[config.mk]
export PLATFORM = sky130hd
export DESIGN_NAME = bus_arbiter_mux_flat
export DESIGN_NICKNAME = d
export VERILOG_FILES = /design/src/rtl/bus_arbiter_mux_if.sv /design/src/rtl/bus_arbiter_mux.sv /design/src/flat_wrapper.sv
export SDC_FILE = /design/constraint.sdc
export NUM_CORES = 1
export LEC_CHECK = 0
export CORE_AREA = 2 2 329 331
export CTS_CLUSTER_DIAMETER = 200
export CTS_CLUSTER_SIZE = 40
export DETAILED_ROUTE_END_ITERATION = 8
export DIE_AREA = 0 0 331 333
export SYNTH_ARGS = -nofsm -noshare
export SYNTH_HDL_FRONTEND = slang
export SYNTH_SLANG_ARGS = --single-unit
[constraint.sdc]
create_clock -name clock -period 1.66 [get_ports clock]
set_input_delay 0.332 -clock clock [delete_from_list [all_inputs] [get_ports clock]]
set_output_delay 0.332 -clock clock [all_outputs]
set_load 0.05 [all_outputs]
[src/rtl/bus_arbiter_mux_if.sv]
// Handshake/bus bundle for bus_arbiter_mux: source words, enables, controls and the registered bus.
interface bus_arbiter_mux_if #(
  parameter int unsigned WIDTH = 32,
  parameter int unsigned NSRC  = 24,
  parameter int unsigned SELW  = 5,
  parameter int unsigned CNTW  = 8
);
  logic [NSRC*WIDTH-1:0] src_data;
  logic [NSRC-1:0]       src_out;
  logic                  freeze;
  logic                  clr_err;
  logic [WIDTH-1:0]      bus_out;
  logic [SELW-1:0]       bus_sel;
  logic                  bus_valid;
  logic                  conflict;
  logic                  sticky_err;
  logic [CNTW-1:0]       conflict_cnt;
  logic                  bus_parity;

  modport master (
    output src_data, src_out, freeze, clr_err,
    input  bus_out, bus_sel, bus_valid, conflict, sticky_err, conflict_cnt, bus_parity
  );

  modport slave (
    input  src_data, src_out, freeze, clr_err,
    output bus_out, bus_sel, bus_valid, conflict, sticky_err, conflict_cnt, bus_parity
  );
endinterface

[src/rtl/bus_arbiter_mux.sv]
// Registered priority bus multiplexer with bus keeper, conflict detection and freeze.
// Optional BUS_PARITY_EN macro adds a registered even-parity output alongside bus_out.
module bus_arbiter_mux #(
  parameter int unsigned WIDTH = 32,
  parameter int unsigned NSRC  = 24,
  parameter int unsigned SELW  = 5,
  parameter int unsigned CNTW  = 8
) (
  input logic               clock,
  input logic               clear,
  bus_arbiter_mux_if.slave  bus
);

  logic [SELW-1:0]  sel_next;
  logic [WIDTH-1:0] data_next;
  logic             any_en;
  logic             multi_en;

  logic [WIDTH-1:0] bus_q;
  logic [SELW-1:0]  sel_q;
  logic             valid_q;
  logic             conflict_q;
  logic             sticky_q;
  logic [CNTW-1:0]  cnt_q;

  // Lowest set enable wins; scanning downward lets the lowest index overwrite last.
  always_comb begin
    sel_next  = '0;
    data_next = '0;
    for (int i = int'(NSRC) - 1; i >= 0; i--) begin
      if (bus.src_out[i]) begin
        sel_next  = SELW'(i);
        data_next = bus.src_data[i*WIDTH +: WIDTH];
      end
    end
  end

  // Clearing the lowest set bit leaves something only when two or more enables are set.
  assign any_en   = |bus.src_out;
  assign multi_en = |(bus.src_out & (bus.src_out - NSRC'(1)));

  always_ff @(posedge clock or posedge clear) begin
    if (clear) begin
      bus_q      <= '0;
      sel_q      <= '0;
      valid_q    <= 1'b0;
      conflict_q <= 1'b0;
      sticky_q   <= 1'b0;
      cnt_q      <= '0;
    end else begin
      conflict_q <= 1'b0;
      if (!bus.freeze) begin
        if (any_en) begin
          bus_q   <= data_next;
          sel_q   <= sel_next;
          valid_q <= 1'b1;
        end else begin
          valid_q <= 1'b0;
        end
        if (multi_en) conflict_q <= 1'b1;
      end
      // Error clear beats a same-cycle increment; the pulse above is unaffected.
      if (bus.clr_err) begin
        sticky_q <= 1'b0;
        cnt_q    <= '0;
      end else if (!bus.freeze && multi_en) begin
        sticky_q <= 1'b1;
        if (cnt_q != {CNTW{1'b1}}) cnt_q <= cnt_q + CNTW'(1);
      end
    end
  end

`ifdef BUS_PARITY_EN
  logic parity_q;

  // Parity tracks exactly what is loaded into bus_q, so it holds whenever bus_q holds.
  always_ff @(posedge clock or posedge clear) begin
    if (clear) begin
      parity_q <= 1'b0;
    end else if (!bus.freeze && any_en) begin
      parity_q <= ^data_next;
    end
  end

  assign bus.bus_parity = parity_q;
`else
  assign bus.bus_parity = 1'b0;
`endif

  assign bus.bus_out      = bus_q;
  assign bus.bus_sel      = sel_q;
  assign bus.bus_valid    = valid_q;
  assign bus.conflict     = conflict_q;
  assign bus.sticky_err   = sticky_q;
  assign bus.conflict_cnt = cnt_q;

endmodule

[src/flat_wrapper.sv]
// flat-port wrapper written by rule: the top's interface ports become plain ports
module bus_arbiter_mux_flat 
#(
  parameter int unsigned WIDTH = 32,
  parameter int unsigned NSRC  = 24,
  parameter int unsigned SELW  = 5,
  parameter int unsigned CNTW  = 8
)
  (clock, clear, bus_src_data, bus_src_out, bus_freeze, bus_clr_err, bus_bus_out, bus_bus_sel, bus_bus_valid, bus_conflict, bus_sticky_err, bus_conflict_cnt, bus_bus_parity);
  bus_arbiter_mux_if #(.WIDTH(WIDTH), .NSRC(NSRC), .SELW(SELW), .CNTW(CNTW)) bus_i ();
  input logic clock;
  input logic clear;
  input wire logic [$bits(bus_i.src_data)-1:0] bus_src_data;
  input wire logic [$bits(bus_i.src_out)-1:0] bus_src_out;
  input wire logic [$bits(bus_i.freeze)-1:0] bus_freeze;
  input wire logic [$bits(bus_i.clr_err)-1:0] bus_clr_err;
  output wire logic [$bits(bus_i.bus_out)-1:0] bus_bus_out;
  output wire logic [$bits(bus_i.bus_sel)-1:0] bus_bus_sel;
  output wire logic [$bits(bus_i.bus_valid)-1:0] bus_bus_valid;
  output wire logic [$bits(bus_i.conflict)-1:0] bus_conflict;
  output wire logic [$bits(bus_i.sticky_err)-1:0] bus_sticky_err;
  output wire logic [$bits(bus_i.conflict_cnt)-1:0] bus_conflict_cnt;
  output wire logic [$bits(bus_i.bus_parity)-1:0] bus_bus_parity;
  assign bus_i.src_data = bus_src_data;
  assign bus_i.src_out = bus_src_out;
  assign bus_i.freeze = bus_freeze;
  assign bus_i.clr_err = bus_clr_err;
  assign bus_bus_out = bus_i.bus_out;
  assign bus_bus_sel = bus_i.bus_sel;
  assign bus_bus_valid = bus_i.bus_valid;
  assign bus_conflict = bus_i.conflict;
  assign bus_sticky_err = bus_i.sticky_err;
  assign bus_conflict_cnt = bus_i.conflict_cnt;
  assign bus_bus_parity = bus_i.bus_parity;
  bus_arbiter_mux #(.WIDTH(WIDTH), .NSRC(NSRC), .SELW(SELW), .CNTW(CNTW)) u_core (.clock(clock), .clear(clear), .bus(bus_i));
endmodule
; After elaboration in Yosys (flattened, before gate mapping)
; Index checks and enable logic that the tools add are counted.
[word_totals]
register_bits = 48
in_bits = 796
output_inout_bits = 49
[classes]
add_sub_neg = 2
n_eq_ne = 1
muxes = 56
bitwise_logic = 2
reduce_logical = 8
[ops]
columns = op, count
row1 = $mux 32, 24
row2 = $mux 5, 24
row3 = $reduce_or 24->1, 2
row4 = $and 24x24->24, 1
row5 = $mux 8, 3
row6 = $sub 24x1->24 const B, 1
row7 = $add 8x1->8 const B, 1
row8 = $ne 8x8->1 const B, 1
row9 = $mux 1, 5
row10 = $reduce_and 2->1, 2
row11 = $reduce_bool 2->1, 2
row12 = $logic_and 1x1->1, 1
row13 = $logic_not 1->1, 1
row14 = $not 1->1, 1

; Depth between registers and ports, before layout
[depth]
ltp_word = 24
ltp_mapped = 10
ltp_nobuf = 7

; Worst setup path before layout
; OpenSTA, ideal clock, no wires.
[synth_path]
kind = input -> register
startpoint = in bus_src_out[18]
endpoint = reg u_core.cnt_q[2], in the netlist u_core.bus.conflict_cnt[2]
setup_time_ns = 0.128
t_arrival_ns = 2.382
path_slack_ns = -0.849
path_stages = 8
n_path_buf = 1
cell_sequence = buf_2 -> or4_1 -> or3_1 -> a211oi_2 -> a21oi_1 -> nor4_4 -> nor4b_1 -> mux2_1
[synth_between]
elab_chain_cells = 6
[synth_rtl]
columns = element, line_no
row1 = "start, declared", flat_wrapper.sv:14  ; input wire logic [$bits(bus_i.src_out)-1:0] bus_src_out;
row2 = $sub 24x1->24, bus_arbiter_mux.sv:40  ; assign multi_en = |(bus.src_out & (bus.src_out - NSRC'(1)));
row3 = $and 24x24->24 *, bus_arbiter_mux.sv:40
row4 = $reduce_or 24->1 *, bus_arbiter_mux.sv:40
row5 = $logic_and 1x1->1 *, bus_arbiter_mux.sv:66  ; end else if (!bus.freeze && multi_en) begin
row6 = $reduce_bool 2->1 (no line) *, --
row7 = $reduce_and 2->1 (no line) *, --
row8 = "end signal, assigned", bus_arbiter_mux.sv:68  ; if (cnt_q != {CNTW{1'b1}}) cnt_q <= cnt_q + CNTW'(1);
row9 = "end, declared", bus_arbiter_mux.sv:24  ; logic [CNTW-1:0] cnt_q;
; Mark *: on every way between the ends. The rest lies on a longest branch, timed or not.
; A chain may end at the register's enable or synchronous reset.

; Final worst setup path
[layout_path]
startpoint = in bus_src_out[19]
endpoint = reg u_core.cnt_q[2], in the netlist u_core.bus.conflict_cnt[2]
; The elaborated chain is that of the path after synthesis.

==> metrics.md <==
| Metric | Value |
|---|---|
| Status | finished with violations |
| Failing checks | negative setup slack |
| Worst r2r src | u_core.bus.conflict_cnt[4] |
| Placer Congestion | 0.988 |
| Avg WL per Cell | 32.0 um |
| Critical Path Start | bus_src_out[19] |
| EDFF count, synth | 0 |
| Synth Flop Type | dfrtp_1 |
| Setup TNS | -26.53 ns |
| Core ar. | 0.107 sq mm |
| Max cap viols | 0 |
| Largest net degree at the start of global routing | 58 |
| Period minus WS final | 2.34 ns |
| Crit path arrival time | 2.57 ns |
| RSZ-0062 raised after global routing | true |
| Critical path data required time | 1.89 ns |
| DIE WIDTH | 331 um |
| H-tree levels | 2 |
| Layout cells sized above 1 | 31.2% |
| First-pass GRT wire length | 153000 um |
| Die Area | 0.110 sq mm |
| Leading area contributor after synthesis | a221oi_1 |
| Final Max Slew Viols | 0 |
| Worst slew pin tran | 0.698 ns |
| Register bit total from synthesis | 48 |
| Register share of total power | 14.4% |
| DRC | 0 |
| Crit Path Max Fanout | 8 |
| CP Class | in -> reg |
| Via count | 16700 |
| Number of nets in the layout | 3140 |
| Most frequent cells in the layout | clkdlybuf4s50_1 (771), buf_4 (360), o21ai_0 (98), a221oi_1 (96), nor2_1 (86) |
| HP Class | in -> async |
| NetSw | 4.09 mW |
| P_leak | 8.85 nW |
| Area after DPL | 0.0212 sq mm |
| Crit path to | u_core.bus.conflict_cnt[2] |
| Seq/Total Area, Yosys | 14.0% |
| Syn Area/Cell | 6.96 sq um |
| CTS tree | yes |
| PnR worst setup slack | -0.680 ns |
| Design Area, Final | 0.0240 sq mm |
| I/O pins | 845 |
| Syn Inst Count | 1234 |
| First-pass detailed-route iteration total | 8 |
| Latest clock arrival within the worst-skew pair | 0.34 ns |
| Max_slew headroom | 53.5% |
| Clk root buf | clkbuf_16 |
| CP Launch Type | primary input |
| Logic gate share of total power | 68.1% |
| Vias in the first global route | 17000 |
| Pwr Total | 9.87 mW |
| Clk slew on worst S/H paths | 0.09 ns |
| Setup WS pre-CTS | -2.03 ns |
| Hold-fix buffers at CTS | 0 |
| # setup viols final | 48 |
| Detail Placement HPWL | 101000 um |
| GR Util All Layers | 20.7% |
| Reg2Reg Setup Slack | -0.32 ns |
| Unique masters post-synth | 65 |
| Switching Share | 41.5% |
| Grt ovf | 0 |
| CTS sink cnt | 48 |
| Synth Warn # | 0 |
| Final Skew | 0.00125 ns |
| Initial Util | 8.06% |
| FFs w/ async S/R, synth | 100% |
| Final Hold Vio Count | 0 |
| Initial antenna violation count | 54 |
| Vias per cell | 4.45 |
| Worst vdd ir | 0.000580 V |
| Fin Hold WS | 0.376 ns |
| Post-synth top area share | 15.2% |
| FF-to-FF path depth | 6 |
| RR Endpoint | u_core.bus.conflict_cnt[0] |
| Synth area leaders | a221oi_1 (15%), dfrtp_1 (14%), a221o_1 (9.0%), o21ai_0 (7.3%), clkbuf_1 (5.9%) |
| I/O Buffers | 843 |
| Total CTS buffers | 5 |
| Mapped Area | 0.00859 sq mm |
| Fillers | 11900 |
| Syn_nets | 2031 |
| DRT Wirelength | 120000 um |
| Cell Rows | 120 |
| Remaining antenna violation count | 0 |
| Clock group share of total power | 17.4% |
| P_int | 5.78 mW |
| Cell area power density | 412 mW/mm^2 |
| Iter 0 DRT Violations | 1456 |
| Die Y | 333 um |
| Worst Setup End Kind | flip-flop |
| Final period util | 141% |
| Commonest non-fill, non-tap cell in the layout | clkdlybuf4s50_1 |
| Clock buffer depth | 2 |
| Fmax | 0.427 GHz |
| Area Growth Syn to Fin | 179% |
synth_stat cells (3+ instances only):
cell       count
a221oi_1     149
clkbuf_1     134
o21ai_0      126
nor2_1        95
a21oi_1       81
a221o_1       77
nand2_1       73
dfrtp_1       48
inv_1         42
nor3_1        35
o22ai_1       33
o31ai_1       33
a211oi_1      32
and3_1        30
nor2b_1       28
o221ai_1      28
o221a_2       25
o21ai_1       21
nor4_1        13
a22oi_1       12
buf_1         11
nand2b_1       8
nand3_1        8
mux2_1         7
a22o_1         6
buf_2          5
o2111ai_1      5
o211ai_1       4
o21a_1         4
or2_2          4
buf_6          3
nand4_1        3
or4_4          3
metal layers:
layer  up-vias  routed length, um  GRT usage [%]
met5         -                256              0
met2       985              56900           34.9
met3       182              10900           5.43
met1      8221              49100           25.7
met4        40               3240           5.72
li1       7298                  -              -
kinds of logic (layout without fill, tap and decap cells):
logic type               Yosys count  in the layout  share of synthesized area (%)
AND/OR/NAND/NOR                  313            313                           18.1
buffers and inverters            198           1308                           9.07
adder cells (fa/ha/maj)            2              2                          0.277
other                              1             16                         0.0436
AO/OA/AOI/OAI                    664            664                           57.5
flip-flops                        48             48                           14.0
multiplexers                       8              8                           1.03
power by group through the flow:
stage	clock, mW	sequential, mW	combinational (mW)
2_1_floorplan	0	1.80	1.36
3_3_place_gp	0	1.43	5.98
3_5_place_dp	0	1.43	5.97
4_1_cts	1.81	1.42	6.60
5_1_grt	1.82	1.43	7.03
6_report	1.72	1.43	6.73
sequential cells by signal (all words and copies together) (netlist names):
signal,cells
u_core.bus.conflict_cnt,8
u_core.bus.bus_out,32
u_core.bus.bus_sel,5
u_core.bus.sticky_err,1
u_core.bus.conflict,1
u_core.bus.bus_valid,1
stage by stage:
stage / cells / utilization, %
2_1_floorplan: 1234 / -
3_3_place_gp: 3671 / 19.9
3_5_place_dp: 3671 / 19.9
4_1_cts: 3725 / 21.9
5_1_grt: 3757 / 22.5
6_report: 3762 / 22.5
how the worst min path moves through the flow:
stage	startpoint	to	slack [ns]	cells after the start
global placement	u_core.bus.bus_out[1]	u_core.bus.bus_out[1]	0.47	2
CTS	clear	u_core.bus.bus_sel[2]	0.36	3
floorplan	bus_src_out[4]	u_core.bus.bus_sel[3]	0.54	3
finish	clear	u_core.bus.bus_out[25]	0.38	3
global route	bus_src_out[2]	u_core.bus.bus_sel[2]	0.38	4
detailed placement	u_core.bus.bus_out[1]	u_core.bus.bus_out[1]	0.48	2
layout make-up:
type	instances	area [sq um]	area share, %
diodes	15	37.5	0.157
clock buffers	5	125	0.522
clock inverters	3	90.1	0.376
inverters	43	161	0.673
multi-input cells	988	8130	33.9
flip-flops and latches	48	1200	5.01
well taps	1403	1760	7.32
repair buffers	1257	12500	52.0
worst max-delay path, stage by stage:
cell and delay, ns:
buf_8 0.10, buf_6 0.11, or4_4 0.52, or3_4 0.35, a211oi_4 0.18, a21oi_2 0.07
nor4_4 0.29, buf_6 0.22, nor4b_4 0.07, mux2_4 0.32
timing repair:
action / 4_1_cts / 5_1_grt
setup buffers: 41 / 26
setup endpoints to repair: 48 / 48
resized for setup: 307 / 91
pin swaps: 100 / 56
cloned: 10 / 0
No activity file was read; power rests on OpenSTA's default activity.
